## src/rtl/matrix_scroll_ctrl.sv

```systemverilog
// matrix_scroll_ctrl: 8x8 LED matrix row scanner with a scrolling pattern buffer.
// Define MATRIX_BLANKING_EN to blank each row for BLANK_CYC cycles before it is driven.
module matrix_scroll_ctrl #(
  parameter int DEPTH = 16,
  parameter int SCAN_DIV = 8192,
  parameter int STEP_FRAMES = 381,
  parameter int BLANK_CYC = 64,
  localparam int AW = $clog2(DEPTH)
) (
  input  logic          clk_i,
  input  logic          reset_i,
  input  logic          en_i,
  input  logic          dir_i,
  input  logic          wr_en_i,
  input  logic [AW-1:0] wr_addr_i,
  input  logic [7:0]    wr_data_i,
  output logic [7:0]    segout_o,
  output logic [2:0]    scanout_o,
  output logic [AW-1:0] offset_o,
  output logic          frame_tick_o
);
  localparam int DMAX = SCAN_DIV > BLANK_CYC ? SCAN_DIV : BLANK_CYC;
  localparam int DW = $clog2(DMAX + 1);
  localparam int FW = $clog2(STEP_FRAMES + 1);
  typedef enum logic [1:0] {IDLE, SCAN, BLANK} state_t;
  state_t state_q, state_d, row_start;
  logic [DW-1:0] dwell_q, dwell_d;
  logic [2:0] scan_q, scan_d;
  logic [AW-1:0] off_q, off_d;
  logic [FW-1:0] fcnt_q, fcnt_d;
  logic [7:0] seg_q, seg_d;
  logic [7:0] mem_q [DEPTH];
  logic scan_end, frame_end, step;
`ifdef MATRIX_BLANKING_EN
  assign row_start = BLANK;
`else
  assign row_start = SCAN;
`endif
  assign scan_end = state_q == SCAN && dwell_q == DW'(SCAN_DIV - 1);
  assign frame_end = scan_end && scan_q == 3'd7;
  assign step = fcnt_q == FW'(STEP_FRAMES - 1);
  always_comb begin
    state_d = state_q;
    dwell_d = dwell_q + 1'b1;
    scan_d = scan_q;
    off_d = off_q;
    fcnt_d = fcnt_q;
    if (state_q == IDLE) begin
      dwell_d = '0;
      scan_d = '0;
      state_d = en_i ? row_start : IDLE;
    end
`ifdef MATRIX_BLANKING_EN
    else if (state_q == BLANK && dwell_q == DW'(BLANK_CYC - 1)) begin
      state_d = SCAN;
      dwell_d = '0;
    end
`endif
    else if (scan_end) begin
      dwell_d = '0;
      scan_d = scan_q + 3'd1;
      state_d = row_start;
      if (frame_end) begin
        fcnt_d = step ? '0 : fcnt_q + 1'b1;
        off_d = step ? (dir_i ? off_q - 1'b1 : off_q + 1'b1) : off_q;
        state_d = en_i ? row_start : IDLE;
      end
    end
    // look up with next-cycle row/offset so segout lines up with scanout
    seg_d = state_d == SCAN ? mem_q[off_d + AW'(scan_d)] : 8'hFF;
  end
  always_ff @(posedge clk_i) begin
    if (reset_i) begin
      state_q <= IDLE;
      dwell_q <= '0;
      scan_q <= '0;
      off_q <= '0;
      fcnt_q <= '0;
      seg_q <= 8'hFF;
      for (int i = 0; i < DEPTH; i++) mem_q[i] <= 8'hFF;
    end else begin
      state_q <= state_d;
      dwell_q <= dwell_d;
      scan_q <= scan_d;
      off_q <= off_d;
      fcnt_q <= fcnt_d;
      seg_q <= seg_d;
      if (wr_en_i) mem_q[wr_addr_i] <= wr_data_i;
    end
  end
  assign segout_o = seg_q;
  assign scanout_o = scan_q;
  assign offset_o = off_q;
  assign frame_tick_o = frame_end;
endmodule

```

## config.mk

```make
export PLATFORM = sky130hd
export DESIGN_NAME = matrix_scroll_ctrl
export DESIGN_NICKNAME = d
export VERILOG_FILES = /design/src/rtl/matrix_scroll_ctrl.sv
export SDC_FILE = /design/constraint.sdc
export NUM_CORES = 1
export LEC_CHECK = 0
export ABC_CLOCK_PERIOD_IN_PS = 3740
export CAP_MARGIN = 10
export CORE_MARGIN = 10
export CORE_UTILIZATION = 35
export DETAILED_ROUTE_END_ITERATION = 8
export GPL_ROUTABILITY_DRIVEN = 0
export PLACE_DENSITY_LB_ADDON = 0.15
export SLEW_MARGIN = 10
export SYNTH_ARGS = -nofsm -noshare
export SYNTH_HDL_FRONTEND = slang
export SYNTH_SLANG_ARGS = --single-unit
```

## constraint.sdc

```tcl
create_clock -name clk_i -period 3.74 [get_ports clk_i]
set_input_delay 0.748 -clock clk_i [delete_from_list [all_inputs] [get_ports clk_i]]
set_output_delay 0.748 -clock clk_i [all_outputs]
set_load 0.01 [all_outputs]
```

==> impl_metrics.toml, run 1 <==
[clocking]
h-tree-depth = 4
hold_buffers = 0
cts_root_buf = "clkbuf_16"
cts_tree = "yes"
cts_buffers = 17
clk_pin_slew_worst_paths_ns = 0.07
clkSinkCount = 168
clock_latency_ns = 0.43
clk_path_buf_depth = 2

[finish]
layout_commonest_cell = "edfxtp_1"
nFillCells = 2019
stdcell_count = 946
syn_to_final_growth_pct = 21.82
multi_input_area_sq_um = 3169
seq_area_sq_um = 4647
final_cell_mix = "edfxtp_1 (128), or2_2 (86), nand2b_1 (52)"
antenna_cells = 0
post-route-util_pct = 43.47
final_nets = 682
drive_gt1_share_pct = 33.93

[critical_path]
worstPathArrival_ns = 3.95
required_ns = 4.04
end_kind = "flip-flop"
path_class = "flip-flop to flip-flop"
crit_path_start_kind = "flip-flop"
cp_max_fo = 6
timing.rr.start = "scanout_o[1]"
rr_worst_depth = 15
rrSetupSlack_ns = 0.09
r2r-end = "segout_o[7]"

[drt]
num_vias = 4709
wl_per_cell_um = 19.55
route.detailed.drc = 0
vias_per_cell = 4.978
drt_first_pass_iters = 4
postRouteWirelength_um = 18500
ant_nets = 0
dr.first_iter.drc_count = 415

[logic_synthesis]
synth_edf_count = 128
synth_area_sq_um = 7811
ys_seq_elements = 168
yosysUniqueCellTypes = 42
synth_flop_cell = "edfxtp_1"
syn-num-nets = 616
seq_area_frac_synth_pct = 59.46
syn_inst = 587
synthArstFlopShare_pct = 0
avgSynthCellArea_sq_um = 13.31
ys_warn_count = 0

[global_routing]
grt_max_degree = 24
grt_pass1_vias = 4827
grt_pass1_wl_um = 28900
grt_use_total_pct = 13.12
antenna_found_initial = 0
overflow = 0

[sta]
worst_slew_pin_slew_ns = 1.143
period_minus_slack_ns = 3.652
slew_violations = 0
fin_hold_ws_ns = 0.4579
skew_ns = 0.01232
hold_violations = 0
setup_viol = 0
relSlewSlack_pct = 23.28
fmax_mhz = 273.8
timing.final.crit_share_pct = 97.64
rsz0062_at_grt = "true"

[worst_hold_path]
hold_start = "dwell_q[0]"
min_to = "dwell_q[0]"
hold_class = "flip-flop to flip-flop"
hold_depth = 1

[floorplanning]
ioPinCount = 33
die_width_um = 169.4
num_rows = 54
die-area_sq_um = 28690
fp.dieH_um = 169.4
core_sq_um = 21890
initial_core_util_pct = 35.68

[flow_run]
cap_violations = 0

[placed_design]
hpwl_um = 13230
port_buffers = 32
place_inst = 910

[outcome]
status = "complete, no violations"

[power]
ir_worst_vdd_mv = 0.2940
powerDensity_nw_per_um2 = 426.7
power_leakage_nw = 3.137
finalPower_mw = 4.060
per-stage QoR:
stage | instance area [sq um] | setup WS [ns] | setup TNS, ns
floorplan | 7812 | 0.02482 | 0
global placement | 8740 | -0.2515 | -1.172
detailed placement | 8740 | -0.2774 | -1.539
CTS | 9328 | 0.008070 | 0
global route | 9515 | -0.02703 | -0.08422
finish | 9515 | 0.08820 | 0
state kept, by name (all words and copies together) (netlist names):
| signal | flops |
|---|---|
| dwell_q | 14 |
| state_q | 2 |
| segout_o | 8 |
| offset_o | 4 |
| mem_q | 128 |
| scanout_o | 3 |
| fcnt_q | 9 |
critical path: stages (launching register included):
cell and delay (ns):
dfxtp_2 0.35, ha_4 0.14, ha_4 0.13, nand4_1 0.11, or4_4 0.54, nor2_4 0.10
buf_6 0.12, xnor2_2 0.08, ha_2 0.21, fa_2 0.67, clkbuf_16 0.19, buf_12 0.12
mux4_2 0.29, a211oi_2 0.27, buf_4 0.16, mux2i_1 0.05
power breakdown:
group          total, mW  internal, mW  switching, mW  leakage (nW)
clock network       1.73         0.895          0.830         0.281
registers           2.12          2.09         0.0324          1.61
logic              0.213        0.0923          0.120          1.24
total               4.06          3.08          0.983          3.14
metal layers:
layer	global-route usage, %	share of wire (%)	vias to the layer above
met3	3.265	4.9	5
met5	0	0	-
met2	20.30	46	77
met1	18.29	48	2373
met4	2.702	0.64	0
li1	-	-	2254
cell families after synthesis:
kind of cell | after synthesis | share of synthesized area (%)
AO/OA/AOI/OAI | 31 | 2.723
XOR/XNOR | 24 | 2.787
multiplexers | 45 | 10.91
buffers and inverters | 39 | 1.954
adder cells (fa/ha/maj) | 12 | 2.114
flip-flops | 168 | 59.46
AND/OR/NAND/NOR | 268 | 20.05
how the worst max path moves through the flow:
stage	cells past startpoint	endpoint	from	slack [ns]
CTS	15	segout_o[7]	scanout_o[0]	0.008
detailed placement	11	segout_o[7]	dir_i	-0.28
floorplan	14	segout_o[2]	scanout_o[0]	0.02
global route	15	segout_o[3]	scanout_o[1]	-0.03
global placement	11	segout_o[7]	dir_i	-0.25
finish	15	segout_o[7]	scanout_o[1]	0.09
layout make-up:
class | count | area share, %
clock buffer | 18 | 4.510
sequential | 168 | 48.84
tap | 280 | 3.682
clock inverter | 14 | 1.512
timing repair buffer | 76 | 7.758
inverter | 10 | 0.3945
multi-input combinational | 380 | 33.31
synth_stat cells (2+ instances only):
cell type | instances | area [sq um]
edfxtp_1 | 128 | 3844
or2_2 | 86 | 538.0
nand2b_1 | 52 | 325.3
dfxtp_1 | 40 | 800.8
nor2_1 | 35 | 131.4
mux4_2 | 32 | 720.7
nor2b_1 | 25 | 156.4
clkbuf_1 | 22 | 82.58
nand2_1 | 20 | 75.07
a211oi_1 | 16 | 120.1
mux2i_1 | 12 | 120.1
or3_1 | 12 | 75.07
xnor2_1 | 12 | 105.1
xor2_1 | 11 | 96.34
ha_1 | 10 | 125.1
inv_1 | 9 | 33.78
nand4_1 | 8 | 50.05
nand3_1 | 7 | 35.03
a21oi_1 | 6 | 30.03
buf_2 | 5 | 25.02
nor3_1 | 5 | 25.02
and3_1 | 4 | 25.02
nor3b_1 | 3 | 22.52
nor4_1 | 3 | 18.77
o21ai_0 | 3 | 15.01
and4_1 | 2 | 17.52
buf_1 | 2 | 7.510
fa_1 | 2 | 40.04
or4_1 | 2 | 15.01
repair_timing:
item / in CTS / in global routing
endpoints found under the setup margin: 2 / 8
gates resized for setup: 3 / 31
pin swaps: 0 / 13
gates cloned: 0 / 1
buffers inserted: 0 / 3
hold endpoints to repair: 0 / 0
Power figures use the tool's default switching activity.
==> run 2: changes to the inputs <==
Settings changed: CAP_MARGIN 10 to default.
==> results of run 2 <==
No change in the layout: final DEF, timing and power equal those of run 1.
==> run 3: changes to the inputs <==
Settings changed: CORE_UTILIZATION 35 to 55.
==> impl_metrics.toml, run 3 (synthesized netlist as in run 1, its figures left out) <==
[outcome]
status = "finished with violations"
violations = "negative setup slack"

[sta]
fin_ws_ns = -0.007300
rsz0062_at_grt = "true"
skew_ns = 0.006079
timing.final.crit_share_pct = 100.2
slew_violations = 0
setup_viol = 1
tns_ns = -0.007300
worst_slew_pin_slew_ns = 0.7400
period_minus_slack_ns = 3.747
relSlewSlack_pct = 50.43
fmax_mhz = 266.9
hold_violations = 0

[placed_design]
hpwl_um = 11750
port_buffers = 32
place_inst = 808

[drt]
dr.first_iter.drc_count = 305
num_vias = 4776
vias_per_cell = 5.679
route.detailed.drc = 0
postRouteWirelength_um = 17100
drt_first_pass_iters = 5
wl_per_cell_um = 20.34
ant_nets = 0

[clocking]
h-tree-depth = 4
hold_buffers = 0
clk_pin_slew_worst_paths_ns = 0.07
cts_tree = "yes"
clk_path_buf_depth = 2
cts_root_buf = "clkbuf_16"
clkSinkCount = 168
cts_buffers = 17
clock_latency_ns = 0.42

[finish]
post-route-util_pct = 67.71
antenna_cells = 0
final_cell_mix = "edfxtp_1 (128), or2_2 (86), nand2b_1 (52)"
largest_register_ffs = 128
final_nets = 677
layout_commonest_cell = "edfxtp_1"
largestRegisters = "mem_q: 128 flops, dwell_q: 14 flops, fcnt_q: 9 flops"
stdcell_count = 841
syn_to_final_growth_pct = 20.33
largest-register = "mem_q"
drive_gt1_share_pct = 32.98

[global_routing]
grt_use_total_pct = 17.92
grt_max_degree = 33
grt_pass1_wl_um = 27200
overflow = 0
grt_pass1_vias = 4809
antenna_found_initial = 0

[critical_path]
end_kind = "flip-flop"
cp_max_fo = 4
path_class = "flip-flop to flip-flop"
worstPathArrival_ns = 4.02
crit_path_start_kind = "flip-flop"
rrSetupSlack_ns = -0.007
required_ns = 4.01

[floorplanning]
die_width_um = 139.2
core_sq_um = 13880
fp.dieH_um = 139.2
num_rows = 43
die-area_sq_um = 19370
initial_core_util_pct = 56.27
ioPinCount = 33

[power]
powerDensity_nw_per_um2 = 442.4
ir_worst_vdd_mv = 0.3577
finalPower_mw = 4.158
power_leakage_nw = 3.120

[worst_hold_path]
hold_class = "flip-flop to flip-flop"

[flow_run]
cap_violations = 0
-- run 3: cell types whose count changed in the layout (fill, tap and decap cells not counted), moves of 2 or more --
cell        previous run  this run
a211oi_1               5         8
a211oi_2              11         5
a211oi_4               0         3
buf_4                 36        32
bufinv_16              0         3
clkinvlp_4             1         3
inv_8                  6         2
-- run 3: layout make-up --
type / instances / area (sq um)
multi-input cells: 380 / 3176
well taps: 180 / 225.2
clock buffers: 17 / 425.4
clock inverters: 15 / 191.4
repair buffers: 71 / 696.9
flip-flops and latches: 168 / 4647
fillers: 982 / 4482
inverters: 10 / 37.54
-- run 3: per-stage QoR --
stage               instance area, sq um  hold slack, ns  setup slack, ns
finish                              9399          0.4950        -0.007300
global route                        9399          0.5086          -0.1333
CTS                                 9246          0.4558         0.004178
detailed placement                  8600          0.4409          -0.4266
global placement                    8600          0.4304          -0.3849
floorplan                           7812          0.4175          0.02482
-- run 3: critical path: stages (launching register included) --
cell and delay (ns):
dfxtp_2 0.35, ha_4 0.14, ha_4 0.13, nand4_1 0.13, or4_4 0.55, nor2_4 0.18
xnor2_2 0.11, ha_2 0.21, fa_2 0.66, clkbuf_16 0.17, mux4_2 0.31, nor2b_1 0.17
a211oi_2 0.26, buf_4 0.15, mux2i_1 0.06
-- run 3: what timing repair did --
item                                    in CTS  in global routing
gates resized for setup                      6                 27
setup buffers                                0                  1
cloned                                       0                  1
endpoints found under the setup margin       5                  8
pin swaps                                    3                 13
-- run 3: power by group --
part           switching, mW  total (mW)  leakage (nW)  internal, mW
clock network          0.757        1.82         0.292          1.07
logic                  0.119       0.211          1.22        0.0922
registers             0.0314        2.12          1.61          2.09
total                  0.908        4.16          3.12          3.25
-- run 3: final timing paths --
check,start,to,cells past startpoint
worst max register to register,scanout_o[1],segout_o[6],14
worst min register to register,dwell_q[0],dwell_q[0],1
worst max-delay path,scanout_o[1],segout_o[6],14
worst min-delay path,dwell_q[0],dwell_q[0],1
-- run 3: layer usage --
metal	vias to the layer above	track usage [%]	wire length, um
met4	0	4.997	250
li1	2236	-	-
met2	125	28.83	8349
met5	-	0	0
met3	19	4.418	961
met1	2396	23.59	7543
